[config.mk]
export PLATFORM = sky130hd
export DESIGN_NAME = can_bit_sync_ctrl_flat
export DESIGN_NICKNAME = d
export VERILOG_FILES = /design/src/rtl/can_bit_sync_ctrl_if.sv /design/src/rtl/can_bit_sync_ctrl.sv /design/src/flat_wrapper.sv
export SDC_FILE = /design/constraint.sdc
export NUM_CORES = 1
export LEC_CHECK = 0
export CAP_MARGIN = 40
export CORE_UTILIZATION = 61
export CTS_CLUSTER_DIAMETER = 30
export DETAILED_ROUTE_END_ITERATION = 10
export PLACE_DENSITY = 0.84
export SYNTH_ARGS = -nofsm -noshare
export SYNTH_HDL_FRONTEND = slang
export SYNTH_SLANG_ARGS = --single-unit
[constraint.sdc]
create_clock -name clk -period 8.7 [get_ports clk]
set_input_delay 1.74 -clock clk [delete_from_list [all_inputs] [get_ports clk]]
set_output_delay 1.74 -clock clk [all_outputs]
set_load 0.01 [all_outputs]
[src/rtl/can_bit_sync_ctrl_if.sv]
// Prescaler-side inputs and bit-stream-side outputs of the CAN bit-timing controller.
interface can_bit_sync_ctrl_if;
    logic       tq_tick;
    logic [3:0] tseg1;
    logic [2:0] tseg2;
    logic [1:0] sjw;
    logic       hard_sync_en;
    logic       rx;
    logic [1:0] seg;
    logic [4:0] tq_cnt;
    logic       sample_point;
    logic       rx_bit;
    logic       bit_tick;
    logic       sync_evt;

    modport master (
        output tq_tick, tseg1, tseg2, sjw, hard_sync_en, rx,
        input  seg, tq_cnt, sample_point, rx_bit, bit_tick, sync_evt
    );

    modport slave (
        input  tq_tick, tseg1, tseg2, sjw, hard_sync_en, rx,
        output seg, tq_cnt, sample_point, rx_bit, bit_tick, sync_evt
    );
endinterface

[src/rtl/can_bit_sync_ctrl.sv]
// CAN bit-timing controller: sequences TQs into SYNC/TSEG1/TSEG2 with hard sync
// and SJW-limited resynchronisation, producing sample-point and bit-boundary strobes.
module can_bit_sync_ctrl #(
    parameter int unsigned RX_SYNC_STAGES = 2
) (
    input logic          clk,
    input logic          rst,
    can_bit_sync_ctrl_if.slave bus
);
    typedef enum logic [1:0] {
        SEG_SYNC  = 2'd0,
        SEG_TSEG1 = 2'd1,
        SEG_TSEG2 = 2'd2
    } seg_t;

    seg_t                      state;
    logic [4:0]                cnt;
    logic                      sp_q, bt_q, se_q, rx_bit_q;
    logic                      rx_prev, locked;
    logic [2:0]                ext, shr;
    logic [3:0]                tseg1_l;
    logic [2:0]                tseg2_l;
    logic [1:0]                sjw_l;
    logic [RX_SYNC_STAGES-1:0] sync_q;

    logic       rx_s, edge_det, hard, resync, early;
    logic [2:0] sjw_p1, ext_nxt, shr_nxt;
    logic [4:0] cnt_p1, l1, rem;
    logic [3:0] l2_cur, l2;

    always_ff @(posedge clk or posedge rst) begin
        if (rst) sync_q <= '1;
        else     sync_q <= {sync_q[RX_SYNC_STAGES-2:0], bus.rx};
    end

    // Segment lengths are evaluated with the ext/shr value this tick would write,
    // so a resync alters the end-of-segment test on the very tick it happens.
    always_comb begin
        rx_s     = sync_q[RX_SYNC_STAGES-1];
        edge_det = bus.tq_tick & rx_prev & ~rx_s;
        hard     = edge_det & bus.hard_sync_en;
        resync   = edge_det & ~bus.hard_sync_en & ~locked;
        sjw_p1   = {1'b0, sjw_l} + 3'd1;
        cnt_p1   = cnt + 5'd1;
        ext_nxt  = ext;
        if (resync && state == SEG_TSEG1)
            ext_nxt = (cnt_p1 < {2'b00, sjw_p1}) ? cnt_p1[2:0] : sjw_p1;
        l1       = {1'b0, tseg1_l} + 5'd1 + {2'b00, ext_nxt};
        l2_cur   = {1'b0, tseg2_l} + 4'd1 - {1'b0, shr};
        rem      = {1'b0, l2_cur} - cnt;
        early    = resync && (state == SEG_TSEG2) && (rem <= {2'b00, sjw_p1});
        shr_nxt  = shr;
        if (resync && state == SEG_TSEG2 && !early)
            shr_nxt = sjw_p1;
        l2       = {1'b0, tseg2_l} + 4'd1 - {1'b0, shr_nxt};
    end

    always_ff @(posedge clk or posedge rst) begin
        if (rst) begin
            state    <= SEG_SYNC;
            cnt      <= '0;
            sp_q     <= 1'b0;
            bt_q     <= 1'b0;
            se_q     <= 1'b0;
            rx_bit_q <= 1'b1;
            rx_prev  <= 1'b1;
            locked   <= 1'b0;
            ext      <= '0;
            shr      <= '0;
            tseg1_l  <= '0;
            tseg2_l  <= '0;
            sjw_l    <= '0;
        end else begin
            sp_q <= 1'b0;
            bt_q <= 1'b0;
            se_q <= 1'b0;
            if (bus.tq_tick) begin
                rx_prev <= rx_s;
                if (hard) begin
                    state   <= SEG_TSEG1;
                    cnt     <= '0;
                    ext     <= '0;
                    shr     <= '0;
                    tseg1_l <= bus.tseg1;
                    tseg2_l <= bus.tseg2;
                    sjw_l   <= bus.sjw;
                    se_q    <= 1'b1;
                    locked  <= 1'b1;
                end else begin
                    case (state)
                        SEG_SYNC: begin
                            tseg1_l <= bus.tseg1;
                            tseg2_l <= bus.tseg2;
                            sjw_l   <= bus.sjw;
                            state   <= SEG_TSEG1;
                            cnt     <= '0;
                        end
                        SEG_TSEG1: begin
                            ext <= ext_nxt;
                            if (resync) begin
                                se_q   <= 1'b1;
                                locked <= 1'b1;
                            end
                            if (cnt == l1 - 5'd1) begin
                                sp_q     <= 1'b1;
                                rx_bit_q <= rx_s;
                                state    <= SEG_TSEG2;
                                cnt      <= '0;
                                locked   <= 1'b0;
                            end else begin
                                cnt <= cnt_p1;
                            end
                        end
                        SEG_TSEG2: begin
                            if (resync) begin
                                se_q   <= 1'b1;
                                locked <= 1'b1;
                            end
                            if (early) begin
                                bt_q  <= 1'b1;
                                state <= SEG_TSEG1;
                                cnt   <= '0;
                                ext   <= '0;
                                shr   <= '0;
                            end else if (cnt == {1'b0, l2 - 4'd1}) begin
                                bt_q  <= 1'b1;
                                state <= SEG_SYNC;
                                cnt   <= '0;
                                ext   <= '0;
                                shr   <= '0;
                            end else begin
                                shr <= shr_nxt;
                                cnt <= cnt_p1;
                            end
                        end
                        default: begin
                            state <= SEG_SYNC;
                            cnt   <= '0;
                        end
                    endcase
                end
            end
        end
    end

    assign bus.seg          = state;
    assign bus.tq_cnt       = cnt;
    assign bus.sample_point = sp_q;
    assign bus.rx_bit       = rx_bit_q;
    assign bus.bit_tick     = bt_q;
    assign bus.sync_evt     = se_q;
endmodule

[src/flat_wrapper.sv]
// flat-port wrapper written by rule: the top's interface ports become plain ports
module can_bit_sync_ctrl_flat 
#(
    parameter int unsigned RX_SYNC_STAGES = 2
)
  (clk, rst, bus_tq_tick, bus_tseg1, bus_tseg2, bus_sjw, bus_hard_sync_en, bus_rx, bus_seg, bus_tq_cnt, bus_sample_point, bus_rx_bit, bus_bit_tick, bus_sync_evt);
  can_bit_sync_ctrl_if bus_i ();
  input logic clk;
  input logic rst;
  input wire logic [$bits(bus_i.tq_tick)-1:0] bus_tq_tick;
  input wire logic [$bits(bus_i.tseg1)-1:0] bus_tseg1;
  input wire logic [$bits(bus_i.tseg2)-1:0] bus_tseg2;
  input wire logic [$bits(bus_i.sjw)-1:0] bus_sjw;
  input wire logic [$bits(bus_i.hard_sync_en)-1:0] bus_hard_sync_en;
  input wire logic [$bits(bus_i.rx)-1:0] bus_rx;
  output wire logic [$bits(bus_i.seg)-1:0] bus_seg;
  output wire logic [$bits(bus_i.tq_cnt)-1:0] bus_tq_cnt;
  output wire logic [$bits(bus_i.sample_point)-1:0] bus_sample_point;
  output wire logic [$bits(bus_i.rx_bit)-1:0] bus_rx_bit;
  output wire logic [$bits(bus_i.bit_tick)-1:0] bus_bit_tick;
  output wire logic [$bits(bus_i.sync_evt)-1:0] bus_sync_evt;
  assign bus_i.tq_tick = bus_tq_tick;
  assign bus_i.tseg1 = bus_tseg1;
  assign bus_i.tseg2 = bus_tseg2;
  assign bus_i.sjw = bus_sjw;
  assign bus_i.hard_sync_en = bus_hard_sync_en;
  assign bus_i.rx = bus_rx;
  assign bus_seg = bus_i.seg;
  assign bus_tq_cnt = bus_i.tq_cnt;
  assign bus_sample_point = bus_i.sample_point;
  assign bus_rx_bit = bus_i.rx_bit;
  assign bus_bit_tick = bus_i.bit_tick;
  assign bus_sync_evt = bus_i.sync_evt;
  can_bit_sync_ctrl #(.RX_SYNC_STAGES(RX_SYNC_STAGES)) u_core (.clk(clk), .rst(rst), .bus(bus_i));
endmodule
==> results.ini, run 1 <==
[sta]
hold_viol=0
rsz0062_at_grt=false
setup_tns_ps=0
min_period_ps=5470
setup_ws_ps=3230
clock_skew_ps=20.1
relSlewSlack_pct=63.8
period_share_pct=62.9
slew_violations=0
setup_viol=0
fmax_mhz=183
worst_pin_slew_ps=539

[placement]
placed_cell_area_um2=2480
io_buffers=24
dp_hpwl_mm=3.55
dp_cells=290
place.gp.congestion=0.899
place_ws_ps=2990

[synthesis]
synth-xor-area-share_pct=8.83
avgSynthCellArea_um2=9.88
syn-instance-count=221
synth_compound_area_share_pct=12.4
synthesis.nets=264
synth.cell_area_um2=2180
synthSimpleGateAreaFrac_pct=12.5
async_reset_ff_share_pct=100
yosys_most_used_dff=dfrtp_1
synth_edf_count=0
ys_ff_latch=30
synth_top_family_by_area=adder cells
synth_warnings=0
ys_seq_area_share_pct=34.6
ys_types=40
synth_fa_ha_area_share_pct=18.0
muxShareOfSynthArea_pct=8.42

[power]
leakagePower_nw=1.14
powerDensity_nw_per_um2=385
switching_power_w=0.000445
power.share.switching_pct=45.4
p_total_w=0.000980
power_frac_seq_pct=22.9
combPwrFrac_pct=68.0
ir_drop_v=0.000194
clkPwrFrac_pct=9.0
power.internal_w=0.000535

[layout]
nFillCells=230
stdcell_count=298
n_antenna_cell=0
final_area_um2=2540
nets=294
drive_gt1_share_pct=11.5
syn_to_final_growth_pct=16.5
mostFrequentLayoutCells=26 x inv_1, 26 x dfrtp_1, 25 x ha_1, 24 x clkdlybuf4s50_1, 16 x xnor2_1

[floorplan]
design.portCount=25
start_util_pct=64.4
die-area_um2=3820
row_count=21
die_h_um=61.8
die_width_um=61.8
core_um2=3390

[global_routing]
busiest_layer=met2
grt_pass1_vias=1605
use_met1_pct=38.6
grt_pass1_wl_mm=7.41
antenna_found_initial=0
globalRouteMet3Util_pct=6.21
globalRouteMet2Util_pct=42.2
grt_use_total_pct=27.2
grt_max_degree=31
overflow=0

[clock_tree]
postCtsSetupBuffers=0
cts_tree=built
cts_buffers=5
clockBufferDepth=2
clkLatencyLatePin_ps=330
ctsHoldBuffers=0
cts.sinks=30
root_buffer=clkbuf_4
clkTransAtPathRegs_ps=100
htreeDepth=2
cts_resized=0

[setup_path]
cp.required_ps=8910
crit_arrival_ps=5680
crit_fanout=5
crit_type=flip-flop to flip-flop
crit_path_start_kind=flip-flop
cp-end-kind=flip-flop

[route]
drt_iter0_drc=130
wl_mm=4.55
drtAntennaViolNets=0
routedWlPerCell_um=15.3
drc=0
first_pass_iters=4
via_per_inst=5.83
vias=1738

[flow_run]
drv_cap=0

[outcome]
status=finished clean

[hold_path]
min_path_type=flip-flop to flip-flop

-- power by group through the flow --
stage / clock (W) / combinational, W / sequential (W)
floorplan: 0 / 0.000502 / 0.000220
global placement: 0 / 0.000637 / 0.000225
detailed placement: 0 / 0.000658 / 0.000227
CTS: 0.0000904 / 0.000664 / 0.000224
global route: 0.0000951 / 0.000751 / 0.000231
finish: 0.0000886 / 0.000667 / 0.000225
-- worst max-delay path: stages, from the launching register on --
cell	delay, ps
dfrtp_1	450
ha_1	360
inv_1	150
fa_1	470
fa_1	530
inv_1	50
ha_1	280
nor2b_1	120
o21ai_0	80
a32oi_1	220
nor3_1	80
nor2_1	260
mux2i_1	290
ha_1	210
inv_1	60
fa_1	450
xnor2_1	140
nor3_1	200
nand3_1	220
and2_1	250
a21o_1	220
a32o_1	260
-- per-stage QoR --
step                      util (%)  hold WS (ps)
after floorplan                  -           345
after global placement        73.1           348
after detailed placement      73.3           350
after CTS                     75.0           362
after global routing          75.0           365
final                         75.0           359
-- synthesized netlist by cell type (3+ instances only) --
cell | instances | area, um2
a21o_1 | 4 | 30.0
a21oi_1 | 10 | 50.1
a31oi_1 | 3 | 18.8
a32o_1 | 3 | 30.0
dfrtp_1 | 26 | 651
dfstp_2 | 4 | 105
fa_1 | 4 | 80.1
ha_1 | 25 | 313
inv_1 | 26 | 97.6
mux2_2 | 11 | 124
mux2i_1 | 6 | 60.1
nand2_1 | 12 | 45.0
nand3_1 | 9 | 45.0
nor2_1 | 7 | 26.3
nor2b_1 | 3 | 18.8
nor3_1 | 6 | 30.0
o21ai_0 | 15 | 75.1
xnor2_1 | 16 | 140
xor2_1 | 6 | 52.6
-- flip-flops by register name, indices dropped and copies added (netlist names) --
register	count
u_core.bus.tq_cnt	5
u_core.tseg1_l	4
u_core.ext	3
u_core.shr	3
u_core.tseg2_l	3
u_core.bus.seg	2
u_core.sjw_l	2
u_core.sync_q	2
u_core.bus.bit_tick	1
u_core.bus.rx_bit	1
u_core.bus.sample_point	1
u_core.bus.sync_evt	1
u_core.locked	1
u_core.rx_prev	1
-- cells by family (layout without fill, tap and decap cells) --
logic type,count (synthesis),in the layout
XOR/XNOR,22,22
flip-flops,30,30
AND/OR/NAND/NOR,50,50
multiplexers,17,17
adder cells (fa/ha/maj),29,29
buffers and inverters,30,61
AO/OA/AOI/OAI,43,43
-- final timing paths --
kind	startpoint	endpoint	slack, ps	depth (start not counted)
min	u_core.sync_q[0]$_DFF_PP1_	u_core.sync_q[1]$_DFF_PP1_	360	0
max	u_core.tseg2_l[0]$_DFFE_PP0P_	u_core.ext[2]$_DFFE_PP0P_	3230	21
max reg2reg	u_core.tseg2_l[0]$_DFFE_PP0P_	u_core.ext[2]$_DFFE_PP0P_	3230	21
max in group asynchronous	rst	u_core.sync_q[0]$_DFF_PP1_	6590	3
min in group asynchronous	rst	u_core.bus.tq_cnt[3]$_DFFE_PP0P_	1770	3
min reg2reg	u_core.sync_q[0]$_DFF_PP1_	u_core.sync_q[1]$_DFF_PP1_	360	0
-- layer usage --
| metal | up-vias | share of wire (%) |
|---|---|---|
| met1 | 832 | 48 |
| met2 | 62 | 45 |
| li1 | 839 | - |
| met4 | 0 | 0.88 |
| met3 | 5 | 6.1 |
| met5 | - | 0 |
-- layout make-up --
class	count	area, um2	area share [%]
timing repair buffer	26	255	10.0
multi-input combinational	161	1310	51.6
sequential	30	756	29.7
inverter	27	101	3.98
tap	46	57.6	2.26
clock buffer	7	55.1	2.16
clock inverter	1	5.00	0.197
(Power assumes the default switching activity.)
==> run 2: changes to the inputs <==
CORE_UTILIZATION = 56   (was 61)
PLACE_DENSITY = 0.78   (was 0.84)
clock period = 5.5 ns   (was 8.7 ns; I/O delays follow)
==> results.ini, run 2 (synthesis gave the netlist of run 1 again) <==
[outcome]
status=finished clean

[power]
ir_drop_v=0.000312  ; +61%
powerDensity_nw_per_um2=627  ; +63%
leakagePower_nw=1.17  ; +2.9%
p_total_w=0.00164  ; +68%

[global_routing]
antenna_found_initial=0  ; unchanged
grt_pass1_wl_mm=8.11  ; +9.5%
overflow=0  ; unchanged
grt_pass1_vias=1673  ; +4.2%
grt_max_degree=31  ; unchanged
grt_use_total_pct=26.0  ; -1.2 points

[sta]
whs_ps=357  ; -2.50 ps
relSlewSlack_pct=60.7  ; -3.2 points
hold_viol=0  ; unchanged
min_period_ps=5210  ; -264 ps
slew_violations=0  ; unchanged
period_share_pct=94.7  ; +32 points
setup_viol=0  ; unchanged
fmax_mhz=192  ; +5.1%
clock_skew_ps=4.04  ; -16.0 ps
worst_pin_slew_ps=586  ; +47.1 ps

[setup_path]
critical_path.startpoint=u_core.tseg2_l[0]$_DFFE_PP0P_
cp-end-kind=flip-flop
timing.reg2reg.setup_slack_ps=290  ; -2940 ps
r2r_cells=20  ; -4.8%
r2r_start=u_core.tseg2_l[0]$_DFFE_PP0P_
crit_fanout=8  ; +3
crit_path_start_kind=flip-flop
crit_end=u_core.bus.seg[0]$_DFFE_PP0P_
crit_type=flip-flop to flip-flop
crit_arrival_ps=5370  ; -310 ps
cp.required_ps=5660  ; -3250 ps
timing.rr.end=u_core.bus.seg[0]$_DFFE_PP0P_

[clock_tree]
clockBufferDepth=2  ; unchanged
ctsHoldBuffers=0  ; unchanged
cts_tree=built
clkTransAtPathRegs_ps=60  ; -40 ps
clkLatencyLatePin_ps=280  ; -50 ps
cts_buffers=5  ; unchanged
root_buffer=clkbuf_8
cts.sinks=30  ; unchanged
htreeDepth=2  ; unchanged

[placement]
dp_hpwl_mm=3.69  ; +3.9%
io_buffers=24  ; unchanged
placed_cell_area_um2=2500  ; +0.71%
place.gp.congestion=0.914  ; +1.6%

[route]
drt_iter0_drc=73  ; -44%
first_pass_iters=5  ; +1
routedWlPerCell_um=15.7  ; +2.8%
vias=1727  ; -0.63%
drtAntennaViolNets=0  ; unchanged
wl_mm=4.77  ; +4.9%
drc=0  ; unchanged
via_per_inst=5.68  ; -2.6%

[floorplan]
core_um2=3690  ; +8.8%
die_h_um=64.4  ; +4.2%
die_width_um=64.4  ; +4.2%
design.portCount=25  ; unchanged
die-area_um2=4150  ; +8.6%
start_util_pct=59.2  ; -5.2 points
row_count=22  ; +4.8%

[layout]
mostFrequentLayoutCells=26 x dfrtp_1, 25 x inv_1, 24 x ha_1, 24 x clkdlybuf4s50_1, 16 x xnor2_1
drive_gt1_share_pct=15.2  ; +3.7 points
nFillCells=283  ; +23%
register_area_um2=756  ; unchanged
multi_input_area_um2=1330  ; +0.95%
final_common_cell=dfrtp_1
n_antenna_cell=0  ; unchanged
largest_reg_flops=5  ; unchanged
syn_to_final_growth_pct=20.2
nets=298  ; +1.4%
final_area_um2=2620  ; +3.1%
utilization_pct=71.1  ; -3.9 points

[flow_run]
drv_cap=0  ; unchanged

[hold_path]
min_path_type=flip-flop to flip-flop
holdCritStartpoint=u_core.sync_q[0]$_DFF_PP1_

run 2: worst min-delay path by stage:
stage / endpoint / slack, ps / cells after the start
2_1_floorplan: u_core.sync_q[1]$_DFF_PP1_ / 350 / 0
3_3_place_gp: u_core.sync_q[1]$_DFF_PP1_ / 350 / 0
3_5_place_dp: u_core.sync_q[1]$_DFF_PP1_ / 350 / 0
4_1_cts: u_core.sync_q[1]$_DFF_PP1_ / 360 / 0
5_1_grt: u_core.sync_q[1]$_DFF_PP1_ / 360 / 0
6_report: u_core.sync_q[1]$_DFF_PP1_ / 360 / 0
run 2: repair_timing:
| action | in CTS | in global routing |
|---|---|---|
| endpoints found under the hold margin | 0 | 0 |
| buffers inserted | 0 | 2 |
| gates resized for setup | 0 | 5 |
| endpoints found under the setup margin | 0 | 12 |
run 2: stage by stage:
step           setup TNS, ps  std cells  worst slack, ps
5_1_grt                -48.8        304            -37.0
6_report                   0        304              292
2_1_floorplan              0        221              652
4_1_cts                    0        302              222
3_5_place_dp               0        294              237
3_3_place_gp               0        293              437
run 2: worst max-delay path, cell delays in order, from the launching register on:
cell and delay, ps:
dfrtp_1 420, ha_1 350, inv_2 70, fa_1 500, fa_1 520, inv_1 40, ha_1 280, nor2b_1 130
o21ai_0 150, a32oi_1 110, nor3_1 290, nor2_2 100, buf_4 160, mux2i_2 250, inv_1 90, fa_1 480
xnor2_1 150, nor3_1 140, nand3_1 150, a32o_2 360, o32a_1 350
run 2: cell type report:
cell class	instances	area share, %
repair buffers	30	10.9
multi-input cells	161	50.5
clock inverters	2	0.477
inverters	27	3.86
clock buffers	6	3.15
well taps	48	2.29
flip-flops and latches	30	28.8
run 2: metal layers:
metal	global-route usage, %	part of all wire (%)	wire length (um)
met5	0	0	0
met3	3.17	5.6	268
met2	41.6	47	2260
met1	36.8	46	2190
met4	8.33	1.0	49
run 2: report_power, final:
part | internal [W] | switching (W)
clock | 0.000100 | 0.0000841
sequential | 0.000287 | 0.0000687
combinational | 0.000533 | 0.000572
